[src/rtl/imem_loader.sv]
// Instruction-memory loader: assembles a length-prefixed little-endian byte stream
// into 32-bit words and writes them to consecutive addresses, holding the CPU halted.
module imem_loader #(
   parameter int ADDR_W    = 10,
   parameter int MAX_WORDS = 1024
) (
   input  logic              clk,
   input  logic              rst,
   input  logic              start,
   input  logic              byte_valid,
   input  logic [7:0]        byte_data,
   output logic              byte_ready,
   output logic              imem_ncs,
   output logic              imem_nwr,
   output logic [ADDR_W-1:0] imem_addr,
   output logic [31:0]       imem_din,
   output logic              halting,
   output logic              busy,
   output logic              done,
   output logic              err
);

   localparam int CW = ADDR_W + 1;

   typedef enum logic [2:0] {S_IDLE, S_LEN_LO, S_LEN_HI, S_COLLECT, S_WRITE} state_t;

   state_t        state;
   logic [CW-1:0] word_cnt;
   logic [CW-1:0] n_words;
   logic [1:0]    byte_cnt;
   logic [7:0]    len_lo;
   logic [23:0]   asm_lo;
   logic [15:0]   n_full;
   logic          xfer;
   logic          len_bad;

   assign xfer    = byte_valid & byte_ready;
   assign n_full  = {byte_data, len_lo};
   assign len_bad = (n_full == 16'd0) || (32'(n_full) > MAX_WORDS);

   // Byte lanes 0..2 are held here; lane 3 goes straight into imem_din on the last transfer.
   always_ff @(posedge clk) begin
      if (xfer && state == S_LEN_LO)
         len_lo <= byte_data;
      if (xfer && state == S_COLLECT && byte_cnt != 2'd3)
         asm_lo[{byte_cnt, 3'b000} +: 8] <= byte_data;
   end

   always_ff @(posedge clk or posedge rst) begin
      if (rst) begin
         state      <= S_IDLE;
         word_cnt   <= '0;
         n_words    <= '0;
         byte_cnt   <= '0;
         byte_ready <= 1'b0;
         imem_ncs   <= 1'b1;
         imem_nwr   <= 1'b1;
         imem_addr  <= '0;
         imem_din   <= '0;
         halting    <= 1'b0;
         busy       <= 1'b0;
         done       <= 1'b0;
         err        <= 1'b0;
      end else begin
         done <= 1'b0;
         case (state)
            S_IDLE: begin
               if (start) begin
                  state      <= S_LEN_LO;
                  halting    <= 1'b1;
                  busy       <= 1'b1;
                  err        <= 1'b0;
                  word_cnt   <= '0;
                  byte_cnt   <= '0;
                  byte_ready <= 1'b1;
               end
            end
            S_LEN_LO: begin
               if (xfer)
                  state <= S_LEN_HI;
            end
            S_LEN_HI: begin
               if (xfer) begin
                  if (len_bad) begin
                     state      <= S_IDLE;
                     err        <= 1'b1;
                     halting    <= 1'b0;
                     busy       <= 1'b0;
                     byte_ready <= 1'b0;
                  end else begin
                     state   <= S_COLLECT;
                     n_words <= n_full[CW-1:0];
                  end
               end
            end
            S_COLLECT: begin
               if (xfer) begin
                  byte_cnt <= byte_cnt + 2'd1;
                  if (byte_cnt == 2'd3) begin
                     state      <= S_WRITE;
                     byte_ready <= 1'b0;
                     imem_ncs   <= 1'b0;
                     imem_nwr   <= 1'b0;
                     imem_addr  <= word_cnt[ADDR_W-1:0];
                     imem_din   <= {byte_data, asm_lo};
                  end
               end
            end
            S_WRITE: begin
               imem_ncs <= 1'b1;
               imem_nwr <= 1'b1;
               word_cnt <= word_cnt + CW'(1);
               byte_cnt <= '0;
               if (word_cnt == n_words - CW'(1)) begin
                  state   <= S_IDLE;
                  done    <= 1'b1;
                  halting <= 1'b0;
                  busy    <= 1'b0;
               end else begin
                  state      <= S_COLLECT;
                  byte_ready <= 1'b1;
               end
            end
            default: state <= S_IDLE;
         endcase
      end
   end

endmodule

[config.mk]
export PLATFORM = sky130hd
export DESIGN_NAME = imem_loader
export DESIGN_NICKNAME = d
export VERILOG_FILES = /design/src/rtl/imem_loader.sv
export SDC_FILE = /design/constraint.sdc
export NUM_CORES = 1
export LEC_CHECK = 0
export CAP_MARGIN = 25
export CORE_MARGIN = 1.5
export CORE_UTILIZATION = 59
export CTS_BUF_LIST = sky130_fd_sc_hd__clkbuf_16
export DETAILED_ROUTE_END_ITERATION = 12
export GPL_TIMING_DRIVEN = 0
export PLACE_DENSITY_LB_ADDON = 0.3
export SETUP_SLACK_MARGIN = 0.1
export SYNTH_ARGS = -nofsm -noshare
export SYNTH_HDL_FRONTEND = slang
export SYNTH_SLANG_ARGS = --single-unit
export TNS_END_PERCENT = 10
[constraint.sdc]
create_clock -name clk -period 6.8 [get_ports clk]
set_input_delay 0.68 -clock clk [delete_from_list [all_inputs] [get_ports clk]]
set_output_delay 0.68 -clock clk [all_outputs]
set_load 0.02 [all_outputs]
==> results of run 1 <==
cells by family (layout without fill, tap and decap cells):
group | Yosys count | after routing | share of synthesized area (%)
XOR/XNOR | 16 | 16 | 2.97
adder cells (fa/ha/maj) | 7 | 7 | 1.86
flip-flops | 106 | 106 | 59.7
buffers and inverters | 28 | 105 | 2.73
AO/OA/AOI/OAI | 49 | 49 | 6.29
multiplexers | 56 | 56 | 14.1
AND/OR/NAND/NOR | 101 | 101 | 12.3
cell type report:
class                           count  area [µm²]  area share [%]
Inverter                           12        47.5           0.827
Multi-Input combinational cell    229        1780            30.9
Timing Repair Buffer               61         621            10.8
Clock inverter                      7        50.0           0.871
Buffer                             16        83.8            1.46
Sequential cell                   106        2810            49.0
Tap cell                          102         128            2.22
Clock buffer                        9         225            3.92
power by group through the flow:
stage,Sequential [mW],Clock [mW],Combinational [mW]
2_1_floorplan,1.09,0,0.362
3_3_place_gp,0.941,0,0.856
3_5_place_dp,0.951,0,0.886
4_1_cts,0.940,0.491,0.892
5_1_grt,0.958,0.517,0.949
6_report,0.938,0.485,0.887
cell usage after synthesis, drive strengths merged:
| library cell | n |
|---|---|
| mux2 | 54 |
| a21o | 1 |
| edfxtp | 32 |
| nor2 | 19 |
| or4 | 3 |
| a2111o | 1 |
| nand2b | 1 |
| o41ai | 2 |
| a21oi | 10 |
| and3 | 6 |
| xor2 | 8 |
| xnor2 | 8 |
| nor4 | 5 |
| buf | 5 |
| nand2 | 14 |
| a22o | 1 |
| clkbuf | 11 |
| o21ai | 22 |
| a211o | 1 |
| nor3b | 1 |
| mux2i | 2 |
| o211ai | 1 |
| inv | 12 |
| nand3 | 8 |
| and2 | 26 |
| a31oi | 5 |
| and2b | 2 |
| o31a | 1 |
| o2111ai | 1 |
| nand3b | 2 |
| nor3 | 8 |
| ha | 7 |
| o221ai | 1 |
| a221o | 1 |
| dfrtp | 73 |
| a21boi | 1 |
| nor4b | 1 |
| nand4 | 4 |
| or2 | 1 |
| dfstp | 1 |
metrics by stage:
step           area, µm²  hold WS [ns]  setup slack (ns)  std cells
3_3_place_gp        5440         0.459              3.03        525
5_1_grt             5750         0.494              3.59        542
6_report            5750         0.478              3.69        542
3_5_place_dp        5470         0.465              3.36        526
2_1_floorplan       4710         0.455              4.20        363
4_1_cts             5750         0.482              3.68        542
flip-flops by register name, indices dropped and copies added (netlist names):
signal / count
byte_ready: 1
err: 1
imem_din: 32
len_lo: 8
done: 1
word_cnt: 11
imem_addr: 10
state: 3
byte_cnt: 2
n_words: 11
asm_lo: 24
imem_nwr: 1
busy: 1
metal layers:
layer  wire length, µm  vias up
met2              4580       95
li1                  -     1446
met1              4160     1562
met3               398       18
met4               244        0
met5                 0        -
final timing paths:
path / slack, ns / to / depth (start not counted)
worst min register to register: 0.48 / imem_din[10] / 1
worst max-delay path: 3.69 / n_words[4] / 7
worst min-delay path: 0.48 / imem_din[10] / 1
max in group asynchronous: 5.53 / imem_din[7] / 3
worst max register to register: 4.06 / state[1] / 8
min in group asynchronous: 0.71 / imem_addr[5] / 2
==> results by stage, run 1 <==
Die:
- The initial utilization of the core area, before any placement, comes to about three fifths.
- During I/O placement, the number of pins put on the boundary was 61.
- The total number of placement rows is 32.
- The area inside the core boundary is 0.00773 mm².
- The overall die height is 92.4 µm.
- The floorplan step set the die width to 92.4 µm.
- The floorplan step defined a die boundary enclosing 0.00854 mm².

Logic synthesis:
- After synthesis the netlist holds a flip-flop and latch count of about 110.
- The cell count after synthesis came out at 363.
- The largest total area in the synthesized netlist belongs to sky130_fd_sc_hd__dfrtp_1.
- The share of the synthesized area in the top cell type is 38.7%.
- A synthesized cell averages about 13 µm².
- Yosys attributes the largest share of cell area to sky130_fd_sc_hd__dfrtp_1 (39%), sky130_fd_sc_hd__edfxtp_1 (20%), sky130_fd_sc_hd__mux2_2 (10%).
- In this run, distinct cell masters in the synthesized netlist total 50.
- Sequential elements use approximately three fifths of the synthesized area.
- The warning count from the yosys run is 0.
- The synthesized netlist net count is 382.
- The mapped cell area is approximately 0.0047 mm².

Placed design:
- At the end of routability-driven placement, the weighted congestion stood at 0.835.
- The port buffer count is 60.
- The wire-length estimate of the detail-placed layout is approximately 6.5 mm.

Setup path:
- The endpoint kind of the worst setup timing path is a flip-flop.
- STA classifies the critical path startpoint as an input pin.
- On the worst path, the slowest cell contributes a delay of 0.63 ns.
- Data on the critical path arrives at its endpoint at 3.33 ns.
- The buffering stage count on the worst path with inverters included is 2.
- The critical-path cell with the highest stage delay is sky130_fd_sc_hd__or4_1.
- The critical path starts at byte_data[0].
- The critical register-to-register path startpoint is n_words[0].
- Along the worst path, the maximum fanout reaches 10.
- Walking the worst path, the cells encountered are clkdlybuf4s50_1 > or4_1 > o31a_1 > nor4_4 > nand3_2 > buf_6 > mux2_4.
- The critical path is of the in2reg type.
- The kind of cell with the highest combined delay along the critical path is simple AND/OR/NAND/NOR gates.
- The required time of the worst setup path is 7.02 ns.

Clocking:
- In this run, CTS created clock tree buffers numbering 9.
- Counting every sink on the clock net gives between 100 and 150.
- The total of hold buffers inserted after clock tree synthesis is 0.
- The cell sitting at the root of the clock tree is a sky130_fd_sc_hd__clkbuf_16.
- The number of gates given a new drive strength after cts is 0.
- The clock tree buffer depth is 2.
- The CTS tree is done.
- The clock tree synthesis step divided the H-tree into 3 levels.
- Buffers added to address setup during post-CTS repair amount to 0.
- The clock transition at the register clock pins on the worst setup and hold paths after CTS is 0.07 ns.
- The clock network latency to the later pin of the worst-skew pair is 0.34 ns.

Timing:
- The clock skew is 0.00981 ns.
- After layout, the worst path uses 45.7% of the clock period.
- Setup total negative slack on the finished layout was measured at 0 ns.
- The worst path in the final design needs a cycle of around 3.1 ns, including I/O delays and setup.
- The maximum frequency from static timing analysis is 322 MHz.
- Setup repair after global routing left no endpoint under its margin.
- Setup violations remaining at the end of the flow were counted as 0.
- The count of pins over their slew limit came to 0.
- The remaining max-slew budget at the tightest pin is 35.4%.
- The final number of hold-violating endpoints was 0.
- At the pin with the least slew margin, the transition time is 0.961 ns.

Power:
- The worst voltage drop across the vdd grid is approximately 0.00022 V.
- Summed over all cells, the static leakage comes to 2.45 nW.
- Power spread over the standard cell area amounts to 402 mW/mm².
- The proportion of total power due to net switching is about a third.
- The part of the total power dissipated in the clock network is 21.0%.
- The total power of the final layout is 2.31 mW.
- Sequential cells account for 40.6% of the total power.
- In this run, the combinational gates consume about two fifths of the power.
- The internal power of the cells totals 1.53 mW.
- The switching power summed over all nets is 777 µW.

GRT:
- The overall track demand over capacity in global routing is about a quarter.
- The maximum number of pins on one net before global-route repair is 40.
- Global routing used under 10% of the available met3 tracks.
- The number of global-route vias before repair was slightly above 3000.
- The met2 usage is 37.9%.
- The met1 track demand over resource in global routing is 33.0%.
- The highest-utilization routing layer at the global route stage is met2.
- The first global-routing pass estimated between 15 and 20 mm of wire.
- For this run the aggregate overflow at the end of global routing stands at 0.
- The initial antenna violation count is 0.

Run:
- The tool flagged a number of max-cap violations equal to 0.

Outcome:
- The flow ran to the end, and the final reports show no timing, DRC or antenna violations.

Detailed routing:
- The routed via count is approximately 3100.
- In the final routed layout, each cell accounts on average for 17.3 µm.
- In this run, the number of DRC markers left after iteration 0 of detailed routing was 154.
- The detailed-routing iteration count for the pre-antenna-repair pass is 5.
- Using the TritonRoute via totals, the vias-per-cell ratio works out to 5.76.
- The count of nets left with antenna violations after detail routing is 0.
- For this block, the routed nets add up to approximately 9.4 mm of wire.
- After detailed routing, the number of remaining DRC violations is 0.

Min path:
- The critical hold path startpoint is asm_lo[10].
- In this run the worst hold path is classified as reg2reg.

Cells and area:
- The final core utilization is about three quarters.
- The top cell types in the final layout, fill and taps aside, are sky130_fd_sc_hd__dfrtp_1 (73), sky130_fd_sc_hd__clkdlybuf4s50_1 (60), sky130_fd_sc_hd__mux2_2 (43).
- The area overhead of the layout relative to synthesis is 21.9%.
- The number of filler cells placed in the layout is 509.
- In the final design database the tool counted between 400 and 500 nets.
- The antenna cell count is 0.
- Leaving out fill and tap cells, the most frequent cell in the layout is sky130_fd_sc_hd__dfrtp_1.
- Cells with a size suffix above 1 make up 20.2% of the layout.
(Power assumes the default switching activity.)
==> inputs of run 2 (changes only) <==
Settings changed: CORE_UTILIZATION 59 to 55.
Clock period 6.8 ns to 3.14 ns, I/O delays scaled along.
==> run 2 against run 1 <==
Against the previous run: non-clock buffer count unchanged; combinational power up 120%; flip-flop and latch count unchanged; hold slack lost 0.16 ns; final area up 0.20%; highest routed layer unchanged; clock-buffer cell count unchanged; largest power group unchanged; critical path type unchanged; sequential share of layout area down 0.096 points; via count down 1.4%; final cell count up 0.55%; power up 120%; core utilization fell by 4.6 points; critical endpoint unchanged.
==> results by stage, run 2 (same netlist as run 1, synthesis figures left out) <==
Outcome:
- The flow ran to the end, and the final reports show no timing, DRC or antenna violations.

Min path:
- The path category of the worst min-delay check is in2async.

Cells and area:
- The final instance count without filler cells came to 545 (+0.55%).
- The fraction of final layout cells with drive strength greater than 1 was 19.8% (-0.45 points).
- The largest registers in the layout are imem_din: 32 flops, asm_lo: 24 flops.
- The layout net count came to 454 (unchanged).
- The final core utilization was 69.7% (-4.6 points).
- The antenna cell count is 0 (unchanged).
- The library cells used most frequently in the layout, excluding fill and tap cells, are sky130_fd_sc_hd__dfrtp_1 (73), sky130_fd_sc_hd__clkdlybuf4s50_1 (60), sky130_fd_sc_hd__mux2_2 (43).
- From synthesis to final layout, the design area changed by 22.1%.
- The number of filler cells placed in the layout is 603 (+18%).
- The post-route cell area came to 0.00576 mm² (+0.20%).
- Leaving out fill and tap cells, the most frequent cell in the layout is sky130_fd_sc_hd__dfrtp_1.
- The register bank with the most flops is imem_din.
- The flip-flop count of the largest register after layout is 32 (unchanged).

Placed design:
- The worst setup slack after placement came to 0.0283 ns (-3.33 ns).
- The weighted congestion reported at the end of routability-driven placement was 0.837 (+0.28%).
- The port buffer count is 60 (unchanged).
- The cell total after placement came to 529 (+0.57%).
- The final HPWL from detailed placement is 6.62 mm (+1.9%).
- The total placed instance area is 0.00548 mm² (+0.21%).

Detailed routing:
- The routed via count is 3076 (-1.4%).
- The count of nets left with antenna violations after detail routing came to 0 (unchanged).
- The DRC marker count from the first detailed-route iteration is 212 (+38%).
- The number of vias per cell after detailed routing came to 5.64 (-2.0%).
- The wire length per cell after detailed routing is 17.5 µm (+1.1%).
- The DRC violation count after routing was 0 (unchanged).
- The detailed-routing iteration count for the pre-antenna-repair pass is 4 (-1).
- The total wire length after detailed routing is 9.54 mm (+1.6%).

Die:
- The number of top-level design ports was 61 (unchanged).
- The overall die height came to 95.6 µm (+3.5%).
- The total number of placement rows was 33 (+3.1%).
- The full die area was 0.00914 mm² (+7.0%).
- The initial core utilization is 57.1% (-3.9 points).
- The x dimension of the die came to 95.6 µm (+3.5%).
- The area inside the core boundary came to 0.00826 mm² (+6.9%).

GRT:
- met2 is the most crowded layer.
- The overall track demand over capacity in global routing was 23.2% (-0.60 points).
- The number of global-route vias before repair is 3114 (+2.4%).
- The wire length of the first global-routing pass is 15.8 mm (+2.4%).
- The initial antenna violation count is 0 (unchanged).
- The met3 capacity usage during global routing was 3.35% (-0.017 points).
- The maximum number of pins on one net before global-route repair was 46 (+15%).
- The met2 usage is 37.6% (-0.25 points).
- The met1 track demand over resource in global routing is 31.3% (-1.7 points).
- The sum of overflow across all layers after global routing came to 0 (unchanged).

Clocking:
- The clock tree buffer depth was 2 (unchanged).
- The H-tree depth was 3 (unchanged).
- The number of gates given a new drive strength after cts came to 0 (unchanged).
- The total of hold buffers inserted after clock tree synthesis is 0 (unchanged).
- The clock network latency to the later pin of the worst-skew pair is 0.35 ns (about the same).
- The buffer count from post-CTS setup fixing came to 0 (unchanged).
- The number of sinks handled by clock tree synthesis is 106 (unchanged).
- The clock transition at the register clock pins on the worst setup and hold paths after CTS came to 0.07 ns (about the same).
- The buffer cell driving the clock tree root is sky130_fd_sc_hd__clkbuf_16.
- The CTS tree is done.
- The number of buffers inserted during clock tree synthesis was 9 (unchanged).

Timing:
- The post-layout worst setup margin came to 0.397 ns (-3.30 ns).
- Setup repair after global routing left no endpoint under its margin.
- The final setup violation count is 0 (unchanged).
- After layout, the worst path uses 87.4% of the clock period.
- The remaining max-slew budget at the tightest pin was 35.3% (-0.14 points).
- The final number of hold-violating endpoints is 0 (unchanged).
- The transition at the pin with the smallest max-transition slack is 0.963 ns (+0.00210 ns).
- The count of pins over their slew limit is 0 (unchanged).
- The hold slack was 0.315 ns (-0.163 ns).
- Timing would allow up to 365 MHz.
- The clock skew is 0.0126 ns (+0.00284 ns).
- Subtracting the final worst setup slack from the clock period gives 2.74 ns.

Setup path:
- The data arrival time of the worst path was 2.96 ns (-0.37 ns).
- Traced cell by cell, the critical path runs through clkdlybuf4s50_1 > or4_1 > o31a_1 > nor4_4 > nand3_2 > buf_6 > mux2_4.
- The buffering stage count on the worst path with inverters included came to 2 (unchanged).
- The worst setup path is captured at a flip-flop.
- In this run the critical register-to-register path is captured at state[0].
- The critical path startpoint category is an input pin.
- The largest stage delay on the critical path was 0.64 ns (about the same).
- The highest net fanout along the worst path is 10 (unchanged).
- The setup slack on the worst flop-to-flop path is 0.52 ns (-3.54 ns).
- The startpoint identified for the worst register-to-register timing path is n_words[0].
- On the critical path, the stage with the largest delay is an instance of sky130_fd_sc_hd__or4_1.
- The number of gates on the worst path with buffers counted came to 7 (unchanged).
- The length in cells of the worst reg-to-reg path was 8 (unchanged).
- The launch point of the critical path is byte_data[0].
- The critical path start-end classification is in2reg.
- The cell class contributing the biggest share of worst-path delay is simple AND/OR/NAND/NOR gates.
- The required time of the worst setup path came to 3.36 ns (-3.66 ns).

Power:
- The worst voltage drop across the vdd grid was 0.000487 V (+120%).
- The switching power summed over all nets is 1.70 mW (+120%).
- The power share of the combinational group is 38.5% (about the same).
- The internal power consumption was 3.32 mW (+120%).
- The part of the power in registers is 40.5% (about the same).
- The standby leakage power is 2.45 nW (about the same).
- The proportion of total power due to net switching is 33.8% (+0.17 points).
- The part of the total power dissipated in the clock network is 21.0% (about the same).
- The ratio of total power to cell area is 872 mW/mm² (+120%).

Run:
- The number of max-capacitance violations reported was 0 (unchanged).
[run 2: area by class of cell]
cell class / count / area (µm²) / share of cell area, %
Buffer: 16 / 83.8 / 1.46
Clock buffer: 9 / 225 / 3.91
Clock inverter: 7 / 50.0 / 0.869
Inverter: 12 / 47.5 / 0.826
Multi-Input combinational cell: 229 / 1780 / 30.9
Sequential cell: 106 / 2810 / 48.9
Tap cell: 105 / 131 / 2.28
Timing Repair Buffer: 61 / 628 / 10.9
[run 2: power by group through the flow]
stage | registers [mW] | clock network, mW | logic, mW
after global placement | 2.03 | 0 | 1.87
final | 2.03 | 1.06 | 1.93
after global routing | 2.08 | 1.12 | 2.08
after CTS | 2.03 | 1.07 | 1.95
after floorplan | 2.37 | 0 | 0.785
after detailed placement | 2.06 | 0 | 1.93
[run 2: metal layers]
metal,up-vias,part of all wire (%)
li1,1447,-
met3,16,4.1
met2,92,50
met4,0,1.8
met5,-,0
met1,1521,44
[run 2: stage by stage]
| step | total power, mW | TNS [ns] |
|---|---|---|
| 2_1_floorplan | 3.15 | 0 |
| 3_3_place_gp | 3.90 | -20.98 |
| 3_5_place_dp | 3.98 | 0 |
| 4_1_cts | 5.05 | 0 |
| 5_1_grt | 5.27 | 0 |
| 6_report | 5.02 | 0 |
[run 2: worst max path at each step]
stage                        to  slack [ns]
finish               n_words[4]        0.40
global route           state[0]        0.28
global placement    imem_din[5]       -0.29
CTS                  n_words[4]        0.38
detailed placement   n_words[6]        0.03
floorplan            n_words[0]        0.83
==> inputs of run 3 (changes only) <==
Clock period 3.14 ns to 2.6 ns, I/O delays scaled along.
==> run 3 against run 2 <==
Against the previous run: hold slack worse by 0.054 ns; die area unchanged; power grew 21%; core utilization up 0.38 points; clock skew fell by 0.0014 ns; combinational power increased by 21%; largest cell class unchanged; highest routed layer unchanged.
==> results by stage, run 3 (same netlist as run 1, synthesis figures left out) <==
Outcome:
- The flow ran to the end, and the final reports show no timing, DRC or antenna violations.

Die:
- The number of top-level design ports is 61 (unchanged).
- The total number of placement rows is 33 (unchanged).
- The full die area is 0.00914 mm² (unchanged).
- The overall die height was 95.6 µm (unchanged).
- The x dimension of the die is 95.6 µm (unchanged).
- The area inside the core boundary is 0.00826 mm² (unchanged).
- The initial core utilization is 57.1% (unchanged).

Setup path:
- The slowest stage of the critical path belongs to the cell sky130_fd_sc_hd__or4_1.
- The end of the worst register-to-register path is state[1].
- STA classifies the critical path startpoint as an input pin.
- The highest net fanout along the worst path came to 10 (unchanged).
- The required time of the worst setup path is 2.82 ns (-0.54 ns).
- The launch point of the critical path is byte_data[0].
- The data arrival time of the worst path was 2.61 ns (-0.35 ns).
- Traced cell by cell, the critical path runs through clkdlybuf4s50_1 > or4_1 > o31a_1 > nor4_4 > nand3_2 > buf_6 > mux2_4.
- The setup slack on the worst flop-to-flop path is 0.28 ns (-0.24 ns).
- The length in cells of the worst reg-to-reg path is 8 (unchanged).
- The largest stage delay on the critical path is 0.64 ns (about the same).
- The critical path is of the in2reg type.
- STA classifies the critical path endpoint as a flip-flop.
- The critical register-to-register path startpoint is n_words[0].

GRT:
- The initial antenna violation count is 0 (unchanged).
- The number of global-route vias before repair is 3116 (+0.064%).
- The sum of overflow across all layers after global routing was 0 (unchanged).
- The maximum number of pins on one net before global-route repair is 46 (unchanged).
- The overall track demand over capacity in global routing was 23.2% (about the same).
- The wire length of the first global-routing pass is 15.8 mm (about the same).

Run:
- The number of max-capacitance violations reported is 0 (unchanged).

Cells and area:
- Leaving out fill and tap cells, the most frequent cell in the layout is sky130_fd_sc_hd__dfrtp_1.
- In the final layout, the registers with the most flip-flops are imem_din: 32 flops, asm_lo: 24 flops.
- The register with the most flip-flops in the final layout is imem_din.
- The top cell types in the final layout, fill and taps aside, are sky130_fd_sc_hd__dfrtp_1 (73), sky130_fd_sc_hd__clkdlybuf4s50_1 (60), sky130_fd_sc_hd__mux2_2 (43).
- The final instance count without filler cells is 546 (+0.18%).
- The antenna cell count is 0 (unchanged).
- The multi-input combinational cell area was 0.00180 mm² (+1.1%).
- The flip-flop count of the largest register after layout is 32 (unchanged).
- The area of all sequential standard cells was 0.00281 mm² (unchanged).
- From synthesis to final layout, the design area changed by 22.8%.
- The layout net count is 455 (+0.22%).
- The fraction of final layout cells with drive strength greater than 1 came to 21.3% (+1.5 points).
- The number of filler cells placed in the layout came to 600 (-0.50%).

Detailed routing:
- The wire length per cell after detailed routing came to 17.4 µm (-0.30%).
- The number of vias per cell after detailed routing came to 5.64 (about the same).
- The total wire length after detailed routing was 9.53 mm (-0.12%).
- The DRC violation count after routing came to 0 (unchanged).
- The DRC marker count from the first detailed-route iteration came to 205 (-3.3%).
- The count of nets left with antenna violations after detail routing is 0 (unchanged).
- The routed via count was 3082 (+0.20%).
- The detailed-routing iteration count for the pre-antenna-repair pass was 4 (unchanged).

Power:
- The standby leakage power is 2.48 nW (+1.1%).
- The ratio of total power to cell area was 1050 mW/mm² (+20%).
- The worst voltage drop across the vdd grid is 0.000587 V (+21%).
- The total power of the final layout was 6.07 mW (+21%).

Timing:
- The transition at the pin with the smallest max-transition slack came to 0.954 ns (-0.00930 ns).
- The post-layout worst setup margin was 0.212 ns (-0.186 ns).
- The worst path uses between 90% and 100% of the clock period.
- The hold slack is 0.261 ns (-0.0542 ns).
- Setup repair after global routing left no endpoint under its margin.
- The final critical path time including I/O delays and setup is 2.39 ns.
- The maximum frequency from static timing analysis is 419 MHz.
- The final sum of negative setup slack is 0 ns (unchanged).
- The final setup violation count is 0 (unchanged).
- The final number of hold-violating endpoints is 0 (unchanged).
- The count of pins over their slew limit came to 0 (unchanged).
- The clock skew was 0.0113 ns (-0.00137 ns).
- The remaining max-slew budget at the tightest pin is 35.9% (+0.63 points).

Placed design:
- The worst setup slack after placement came to -0.458 ns (-0.486 ns).
- The weighted congestion reported at the end of routability-driven placement is 0.837 (unchanged).
- The cell total after placement came to 529 (unchanged).
- The final HPWL from detailed placement came to 6.62 mm (unchanged).
- The port buffer count is 60 (unchanged).

Clocking:
- The number of buffers inserted during clock tree synthesis is 9 (unchanged).
- The total of hold buffers inserted after clock tree synthesis was 0 (unchanged).
- The number of sinks handled by clock tree synthesis was 106 (unchanged).
- The clock tree buffer depth is 2 (unchanged).
- The H-tree depth is 3 (unchanged).
- The clock transition at the register clock pins on the worst setup and hold paths after CTS is 0.07 ns (about the same).
- TritonCTS built the clock tree.
- Clock tree synthesis selected as its root buffer the cell sky130_fd_sc_hd__clkbuf_16.
- The clock network latency to the later pin of the worst-skew pair is 0.35 ns (about the same).

Min path:
- In this run the worst hold path is classified as in2async.
## run 3: changes by cell type in the layout (fill, tap and decap cells not counted), sizes merged
cell,previous run,this run
buf,6,7
## run 3: where the power goes
| group | switching (mW) | internal [mW] | leakage, nW | total, mW |
|---|---|---|---|---|
| sequential | 0.264 | 2.19 | 1.24 | 2.45 |
| clock | 0.615 | 0.657 | 0.137 | 1.27 |
| combinational | 1.17 | 1.17 | 1.10 | 2.34 |
| total | 2.05 | 4.02 | 2.48 | 6.07 |
## run 3: worst max-delay path by stage
| stage | slack, ns | to |
|---|---|---|
| CTS | 0.009 | imem_din[4] |
| floorplan | 0.29 | n_words[0] |
| global placement | -0.78 | imem_din[5] |
| detailed placement | -0.46 | n_words[6] |
| finish | 0.21 | n_words[4] |
| global route | 0.10 | state[0] |
## run 3: through the flow
step | utilization [%] | cell area (µm²)
6_report | 70.1 | 5790
2_1_floorplan | - | 4710
3_5_place_dp | 66.4 | 5480
4_1_cts | 69.9 | 5770
3_3_place_gp | 66.0 | 5450
5_1_grt | 70.1 | 5790
## run 3: layer usage
metal  share of wire [%]  global-route usage (%)  wire length, µm  vias to the layer above
met3                 4.4                    3.35              420                       17
met1                  44                    31.3             4200                     1514
li1                    -                       -                -                     1450
met4                 2.1                    9.68              202                        0
met2                  49                    37.6             4710                      101
met5                   0                       0                0                        -
## run 3: what timing repair did
item / 4_1_cts / 5_1_grt
hold endpoints to repair: 0 / 0
resized for setup: 1 / 10
pin swaps: 1 / 0
buffers inserted: 1 / 0
endpoints found under the setup margin: 53 / 42
## run 3: area by class of cell
type	instances	area share, %
multi-input combinational	229	31.0
sequential	106	48.6
clock buffer	9	3.89
tap	105	2.27
timing repair buffer	62	11.0
buffer	16	1.53
clock inverter	7	0.864
inverter	12	0.821
## run 3: critical path, delay by kind of cell
kind                   cells  cell delay (ns)
AOI/OAI and AO/OA          1             0.30
and+or+nand+nor            3             0.98
buffers and inverters      2             0.77
muxes                      1             0.30
==> RTL edit, RTL diff (config.mk and constraints of run 3) <==
`MAX_WORDS`: 1024 -> 512.
--- a/src/rtl/imem_loader.sv
+++ b/src/rtl/imem_loader.sv
@@ -4,3 +4,3 @@
    parameter int ADDR_W    = 10,
-   parameter int MAX_WORDS = 1024
+   parameter int MAX_WORDS = 512
 ) (
Function: changed (Yosys sat finds a counterexample within 4 cycles, from zero or initial values and one cycle with rst high).
==> RTL edit against run 3 <==
Critical path depth increased by 1. Wire length grew 9.2%. Final area is 1.2% lower. Global-route usage is 2.0 points higher. Final cell count increased by 15%. Sequential cell count is the same. Setup slack worse by 0.086 ns. Area after synthesis decreased by 0.40%.
Power is not compared: it rests on default switching activity, and its combinational part moved more than twofold at a synthesized area within 25%.
==> RTL edit: results <==
set metrics [dict create \
    adder_and_majority_cell_fraction_of_the_synthesized_area_pct 1.87 \
    type_of_element_launching_the_critical_path "register" \
    post_synth_most_frequent_cells "nand2_1, dfrtp_1, edfxtp_1, and2_1, o21ai_0" \
    met1_track_demand_over_resource_in_global_routing_pct 34.7 \
    maxClockFrequency_mhz 404 \
    max_stage_delay_ns 0.53 \
    setup.worst_path.start "n_words[0]$_DFFE_PP0P_" \
    end_point_of_the_critical_path "state[1]$_DFFE_PP0P_" \
    timing.max_slew.rel_slack_pct 34.9 \
    critPathSlowestCell "or4b_4" \
    postPlaceCellArea_mm2 0.00544 \
    status "finished, final reports clean" \
    fillers 645 \
    cts_post_setup_buffers_inserted 0 \
    global_route.usage.met3_pct 5.02 \
    synthMuxAreaShare_pct 2.61 \
    cts_repair_resize_count 0 \
    dpl_worst_slack_ns -0.0179 \
    post_drt_via_cell_ratio 5.57 \
    holdCritPathClass "register to register" \
    routed_wire_length_per_instance_um 16.5 \
    finalNetCount 539 \
    crit_fanout 5 \
    post-dp-hpwl_um 7000 \
    yosys.area_share.xor_xnor_pct 2.80 \
    design_power_total_w 0.00307 \
    fin_skew_ns 0.00583 \
    detailroute.wirelength.met3_um 572 \
    drt_iter0_drc 191 \
    syn-mean-instance-area_um2 10.5 \
    place_congestion 0.861 \
    crit-reg2reg-launch "n_words[0]$_DFFE_PP0P_" \
    worst_slack_on_hold_paths_ns 0.436 \
    worst-r2r-setup-slack_ns 0.13 \
    synth_sequential_area_ratio_pct 59.9 \
    grt_pass1_vias 3530 \
    synth_unique_cells 58 \
    worst_ep_arrival_time_ns 2.68 \
    routed_wl_um 10400 \
    synth.area.top_cells "dfrtp_1, edfxtp_1, nand2_1" \
    detail_route.first_pass.iterations 5 \
    postSynthNetCount 468 \
]
==> RTL edit: cell types whose count changed after synthesis, sizes merged, moves of 3 or more <==
cell / delta
nor3b: +3
and2: +4
and3: -5
nor4: -4
mux2: -44
a211oi: +3
nand2: +127
a21oi: -5
clkbuf: +4
nor2: -3
or3: +3
==> RTL edit: worst max-delay path, delay by kind of cell, from the launching register on <==
kind	cells	cell delay, ns
adders and majority gates	1	0.23
and+or+nand+nor	3	1.01
DFF	1	0.42
AOI/OAI and AO/OA	3	0.61
buffers and inverters	1	0.08
==> RTL edit: final cells by class <==
type	count	area [um2]	area share (%)
Clock inverter	7	53.8	0.940
Clock buffer	9	225	3.94
Timing Repair Buffer	60	601	10.5
Multi-Input combinational cell	312	1750	30.6
Buffer	19	97.6	1.71
Inverter	12	47.5	0.831
Tap cell	105	131	2.30
Sequential cell	106	2810	49.2
